===== config.mk =====
export PLATFORM = sky130hd
export DESIGN_NAME = and2_arbiter
export DESIGN_NICKNAME = d
export VERILOG_FILES = /design/src/rtl/and2_arbiter.sv
export SDC_FILE = /design/constraint.sdc
export NUM_CORES = 1
export LEC_CHECK = 0
export ABC_AREA = 0
export CAP_MARGIN = 10
export CORE_AREA = 5 5 63 65
export CTS_CLUSTER_DIAMETER = 120
export DETAILED_ROUTE_END_ITERATION = 16
export DIE_AREA = 0 0 68 70
export GPL_TIMING_DRIVEN = 0
export PLACE_DENSITY_LB_ADDON = 0.2
export SETUP_SLACK_MARGIN = 0.5
export SLEW_MARGIN = 25
export SYNTH_ARGS = -nofsm -noshare
export SYNTH_HDL_FRONTEND = slang
export SYNTH_SLANG_ARGS = --single-unit

===== constraint.sdc =====
create_clock -name clk -period 1.55 [get_ports clk]
set_input_delay 0.31 -clock clk [delete_from_list [all_inputs] [get_ports clk]]
set_output_delay 0.31 -clock clk [all_outputs]
set_load 0.01 [all_outputs]

===== src/rtl/and2_arbiter.sv =====
// Round-robin arbiter that time-shares one bit-sliced and2 bank between NREQ requesters.
// Each transaction walks IDLE -> GRANT -> EVAL -> DONE and returns a registered a & b result.

module and2 (
    input  logic a,
    input  logic b,
    output logic y
);
    assign y = a & b;
endmodule

module and2_arbiter #(
    parameter int NREQ = 4,
    parameter int W    = 4,
    parameter int IDW  = 2
) (
    input  logic              clk,
    input  logic              rst_n,
    input  logic [NREQ-1:0]   req,
    input  logic [NREQ*W-1:0] a_in,
    input  logic [NREQ*W-1:0] b_in,
    output logic [NREQ-1:0]   gnt,
    output logic [NREQ-1:0]   ack,
    output logic [W-1:0]      y_out,
    output logic              y_valid,
    output logic [IDW-1:0]    y_id,
    output logic              busy
);

    typedef enum logic [1:0] {
        IDLE  = 2'd0,
        GRANT = 2'd1,
        EVAL  = 2'd2,
        DONE  = 2'd3
    } state_t;

    state_t state;
    state_t state_next;

    logic [IDW-1:0]  ptr;
    logic [IDW-1:0]  ptr_next;
    logic [IDW-1:0]  winner;
    logic [IDW-1:0]  pick;
    logic            pick_vld;
    logic [IDW:0]    cand;
    logic [NREQ-1:0] win_onehot;

    logic [W-1:0] sel_a;
    logic [W-1:0] sel_b;
    logic [W-1:0] op_a_p0;
    logic [W-1:0] op_b_p0;
    logic [W-1:0] and_y;
    logic [W-1:0] result_p1;

    // First requester at or after the pointer, wrapping from NREQ-1 back to 0.
    always_comb begin
        pick     = '0;
        pick_vld = 1'b0;
        cand     = '0;
        for (int i = 0; i < NREQ; i++) begin
            cand = {1'b0, ptr} + (IDW+1)'(i);
            if (cand >= (IDW+1)'(NREQ)) begin
                cand = cand - (IDW+1)'(NREQ);
            end
            if (!pick_vld && req[cand[IDW-1:0]]) begin
                pick_vld = 1'b1;
                pick     = cand[IDW-1:0];
            end
        end
    end

    always_comb begin
        sel_a = '0;
        sel_b = '0;
        for (int i = 0; i < NREQ; i++) begin
            if (winner == IDW'(i)) begin
                sel_a = a_in[i*W +: W];
                sel_b = b_in[i*W +: W];
            end
        end
    end

    assign win_onehot = NREQ'(1) << winner;
    assign ptr_next   = (winner == IDW'(NREQ-1)) ? '0 : winner + IDW'(1);

    for (genvar g = 0; g < W; g++) begin : g_and2
        and2 u_and2 (
            .a (op_a_p0[g]),
            .b (op_b_p0[g]),
            .y (and_y[g])
        );
    end

    always_ff @(posedge clk or negedge rst_n) begin
        if (!rst_n) begin
            state     <= IDLE;
            ptr       <= '0;
            winner    <= '0;
            op_a_p0   <= '0;
            op_b_p0   <= '0;
            result_p1 <= '0;
        end else begin
            state <= state_next;
            if (state == IDLE && pick_vld) begin
                winner <= pick;
            end
            // Stage p0: operands frozen here, so later requester changes are ignored.
            if (state == GRANT) begin
                op_a_p0 <= sel_a;
                op_b_p0 <= sel_b;
            end
            // Stage p1: result register also serves as y_out and holds until the next DONE.
            if (state == EVAL) begin
                result_p1 <= and_y;
            end
            if (state == DONE) begin
                ptr <= ptr_next;
            end
        end
    end

    always_comb begin
        state_next = state;
        gnt        = '0;
        ack        = '0;
        y_valid    = 1'b0;
        y_id       = '0;
        busy       = 1'b0;
        case (state)
            IDLE: begin
                if (pick_vld) begin
                    state_next = GRANT;
                end
            end
            GRANT: begin
                gnt        = win_onehot;
                busy       = 1'b1;
                state_next = EVAL;
            end
            EVAL: begin
                gnt        = win_onehot;
                busy       = 1'b1;
                state_next = DONE;
            end
            DONE: begin
                gnt        = win_onehot;
                busy       = 1'b1;
                ack        = win_onehot;
                y_valid    = 1'b1;
                y_id       = winner;
                state_next = IDLE;
            end
            default: begin
                state_next = IDLE;
            end
        endcase
    end

    assign y_out = result_p1;

endmodule


# After elaboration in Yosys (flattened, before gate mapping)
# Index checks and enable logic that the tools add are counted.
# totals
inputBits,38
wordCells,80
reg_bits,18
out_inout_bits,16
# classes
eq_ne,7
n_addsub,8
bitwise_logic,4
n_mux,36
order_cmp,8
reduce_logical,10
shifts,1
# op_table
operator,n
4-bit two-way mux,10
2-bit two-way mux,11
"2-bit by 3-bit less-than comparator with 1-bit output, second input constant",4
1-bit two-way mux,10
"3-bit >= comparator, second input constant",3
1-bit binary-select mux with 2-bit select,4
"2-bit equality test, second input constant",4
2-bit case mux with 4 select lines,1
"2-bit by 1-bit subtractor with 2-bit output, second input constant",4
"2-bit by 2-bit adder with 3-bit output, second input constant",2
1-bit AND,4
"2-bit by 1-bit equality test with 1-bit output, second input constant",2
1-bit logical AND,4
2-bit logical NOT,2
"1-bit by 2-bit << shifter with 4-bit output, first input constant",1
"2-bit by 1-bit adder with 3-bit output, second input constant",1
"2-bit by 3-bit >= comparator with 1-bit output, second input constant",1
1-bit logical NOT,3
3-bit OR reduction,1
"2-bit by 1-bit adder with 2-bit output, second input constant",1
"2-bit != test, second input constant",1

# Logic depth before layout (Yosys ltp)
# depth
depth_word,16
depth_mapped,6
mapped_depth_nobuf,5

# By module
# Synthesis repeated with hierarchy kept, for this count alone.
# hier_totals
hier_cells,136
hier_area_um2,1249.9
# modules_own_cells
module,seq_area_each_um2,n_inst,area_each_um2,cells_per_inst
and2_arbiter,450.4,1,1224.9,132
and2,0.0,4,6.3,1

# Worst setup path before layout
# OpenSTA, ideal clock, no wires.
# synth_timing
kind,flip-flop to output port
start,register winner[0]
end,output port gnt[3]
path_stages_with_launch,5
arrival_ps,1325
required_time_ps,1240
slack_ps,-85
path_buffers,2
cell_sequence,dfrtp_1 -> ha_1 -> clkbuf_1 -> clkbuf_1 -> nor2b_1
# synth_between
elab_chain_len,2
# synth_lines
element,line_no,text
from (decl),42,logic [IDW-1:0] winner;
from (signal assigned),105,winner <= pick;
1-bit by 2-bit << shifter with 4-bit output,83,assign win_onehot = NREQ'(1) << winner;
4-bit two-way mux,129,case (state)
to (decl),22,"output logic [NREQ-1:0] gnt,"
# No other way between the ends.

# Final worst setup path
# layout_timing
start,register winner[1]
end,output port ack[3]
# layout_between
elab_chain_len,2
# layout_lines
element,line_no,text
1-bit by 2-bit << shifter with 4-bit output,83,
4-bit two-way mux,129,
to (decl),23,"output logic [NREQ-1:0] ack,"
# No other way between the ends.

==> flow_metrics.env <==
export IMPL_final_hold_violation_count=0
export IMPL_cell_family_with_the_largest_share_of_critical_path_delay="buffers and inverters"
export IMPL_top_area_cells_in_the_synthesized_netlist="dfrtp_1, ha_1, a221o_1, inv_1, nand3b_1"
export IMPL_critPathRequiredTime_ps=1240
export IMPL_rsz0062_at_grt="yes"
export IMPL_hp_class="in -> async"
export IMPL_layout_drive_gt1_share=0.4280
export IMPL_synthesis_nets=191
export IMPL_fin_skew_ps=11.60
export IMPL_ys_warnings_count=0
export IMPL_worstReg2RegStart="winner[0]"
export IMPL_final_max_slew_viols=0
export IMPL_post_route_period_util=1.168
export IMPL_cap_violations=0
export IMPL_synth_largest_area_cell="dfrtp_1"
export IMPL_drt_first_pass_iters=7
export IMPL_startpoint="winner[1]"
export IMPL_boundaryPins=54
export IMPL_timing_critical_path_arrival_ps=1500
export IMPL_util_after_layout=0.7680
export IMPL_detail_route_wirelength_um=4997
export IMPL_drt_first_iter_violations=84
export IMPL_postLayoutCellArea_sq_um=2522
export IMPL_via_count=1458
export IMPL_timing_critical_path_from_type="flop"
export IMPL_vdd_ir_drop_max_mv=0.9949
export IMPL_setup_worst_path_end_class="primary output"
export IMPL_place_gp_congestion=0.8666
export IMPL_report_final_setup_viol=20
export IMPL_die_w_um=68
export IMPL_coreArea_sq_um=3284
export IMPL_area_delta_synth_final_pct=105.1
export IMPL_syn_instance_count=144
export IMPL_synth_ff_latch_count=18
export IMPL_cpPeakStageDelay_ps=410
export IMPL_clk_root_buffer_cell="clkbuf_4"
export IMPL_cts_htree_levels=1
export IMPL_placedCellCount=243
export IMPL_dieHeight_um=70
export IMPL_clkSlewWorstSetupHoldPaths_ps=120
export IMPL_die_area_sq_um=4760
export IMPL_rows=21
export IMPL_initial_core_util=0.3745
export IMPL_synthesis_area_per_instance_sq_um=8.541
export IMPL_synth_top_area_frac=0.3662
export IMPL_first_pass_grt_wire_length_um=7403
export IMPL_place_port_buffers=53
export IMPL_place_ws_ps=-405.4
export IMPL_clkSinkCount=18
export IMPL_maximum_number_of_pins_on_one_net_before_global_route_repair=19
export IMPL_hold_worst_slack_ps=200.0
export IMPL_groute_usage_overall=0.2098
export IMPL_filler_cell_count=209
export IMPL_critPathBufInv=4
export IMPL_final_nets=284
export IMPL_antenna_cells=0
export IMPL_placement_cell_area_sq_um=1959
export IMPL_cpMostUsedCell="buf_6"
export IMPL_criticalPathCategory="reg -> out"
export IMPL_wire_per_inst_um=17.72
export IMPL_min_tclk_post_route_ps=1810
export IMPL_max_slew_margin_rel=0.4394
export IMPL_maxClockFrequency_mhz=552.6
export IMPL_cpMaxStageDelayCell="dfrtp_1"
export IMPL_post_drt_via_cell_ratio=5.170
export IMPL_final_setup_worst_slack_ps=-259.7
export IMPL_outcome="finished, violations left"
export IMPL_yosysUniqueCellTypes=24
export IMPL_ant_nets=0
export IMPL_power_per_cell_area_nw_per_um2=1989
export IMPL_cts_tree="yes"
export IMPL_cp_max_fo=3
export IMPL_cts_max_path_buffers=2
export IMPL_final_cell_count_no_fill=282
export IMPL_dp_hpwl_um=2892
export IMPL_mappedNetlistArea_sq_um=1230
export IMPL_ctsHoldBuffers=0
export IMPL_yosysSeqAreaShare=0.3662
export IMPL_grt_antenna_before_repair=0
export IMPL_overflow=0
export IMPL_drc=0
export IMPL_clock_insertion_delay_worst_skew_ps=310
export IMPL_leakagePower_uw=0.001126
export IMPL_failed_checks="negative setup slack"
export IMPL_timing_worst_slew_pin_value_ps=840.9
export IMPL_cts_buffers=3
export IMPL_grt_pass1_vias=1494
export IMPL_worstPathCellList="buf_6 > ha_4 > buf_8 > clkbuf_16 > and2_4 > buf_6"
cell families after synthesis:
logic type	synth area share
AOI/OAI and AO/OA	0.1902
adders and majority gates	0.09156
buffers and inverters	0.09359
DFF	0.3662
muxes	0.04374
and+or+nand+nor	0.2147
synthesized netlist by cell type:
cell type,number
a21oi_1,10
a221o_1,8
a311oi_1,1
a31oi_1,8
and2_1,6
buf_2,2
buf_4,1
buf_6,1
clkbuf_1,5
dfrtp_1,18
ha_1,9
inv_1,18
mux2_2,3
mux2i_1,2
nand2_1,12
nand2b_1,3
nand3_1,4
nand3b_1,8
nor2_1,12
nor2b_1,5
nor4_1,1
o21ai_0,4
o31ai_1,1
o41ai_1,2
final timing paths:
kind	endpoint	slack (ps)	cells past startpoint
max	ack[3]	-260	6
min	y_out[1]	200	1
max reg2reg	op_b_p0[0]	-130	6
min reg2reg	y_out[0]	510	2
max in group asynchronous	winner[0]	780	1
min in group clk	y_out[0]	510	2
through the flow:
step                      setup TNS, ps  power (uW)
after global routing              -4001        5290
after CTS                         -2525        4378
after floorplan                       0        2421
final                             -2988        5018
after detailed placement          -4203        3198
after global placement            -3509        3130
what timing repair did:
action                     CTS  global route
pin swaps                    9            22
setup endpoints to repair   34            34
gates cloned                 1             0
buffers inserted            23            11
gates resized for setup    127            25
where the power goes:
| group | total, uW | switching, uW | internal [uW] |
|---|---|---|---|
| sequential | 922 | 208 | 714 |
| combinational | 3790 | 1620 | 2170 |
| clock | 307 | 163 | 144 |
sequential cells by signal (all words and copies together), names as in the netlist:
| signal | count |
|---|---|
| y_out | 4 |
| winner | 2 |
| op_a_p0 | 4 |
| state | 2 |
| ptr | 2 |
| op_b_p0 | 4 |
routing by layer:
metal | global-route usage | share of wire | up-vias
li1 | - | - | 679
met1 | 0.2443 | 0.39 | 708
met2 | 0.3533 | 0.53 | 59
met3 | 0.05929 | 0.063 | 12
met4 | 0.08168 | 0.020 | 0
met5 | 0 | 0 | -
placed cells by master (no fill, tap or decap), drive strengths merged, types with 4 or more instances in the layout:
cell type	count
a221o	8
nor2b	5
inv	18
buf	58
and2	6
ha	9
nand3b	8
dfrtp	18
o21ai	4
a21oi	10
nand3	4
nand2	12
nor2	12
clkdlybuf4s50	32
clkbuf	6
dlygate4sd2	5
a31oi	8
worst register-to-register path: stages (launching register included):
cell	delay (ps)
dfrtp_2	490
buf_6	150
ha_4	170
buf_6	110
nand3b_1	140
a221o_1	350
a31oi_1	190
final cells by class:
| class | instances | area (sq um) | area share |
|---|---|---|---|
| flip-flops and latches | 18 | 452.9 | 0.1796 |
| repair buffers | 88 | 878.3 | 0.3482 |
| clock buffers | 4 | 36.28 | 0.01438 |
| inverters | 18 | 85.08 | 0.03373 |
| multi-input cells | 99 | 903.4 | 0.3581 |
| plain buffers | 9 | 108.9 | 0.04315 |
| well taps | 46 | 57.56 | 0.02282 |
No activity file was read; power rests on OpenSTA's default activity.
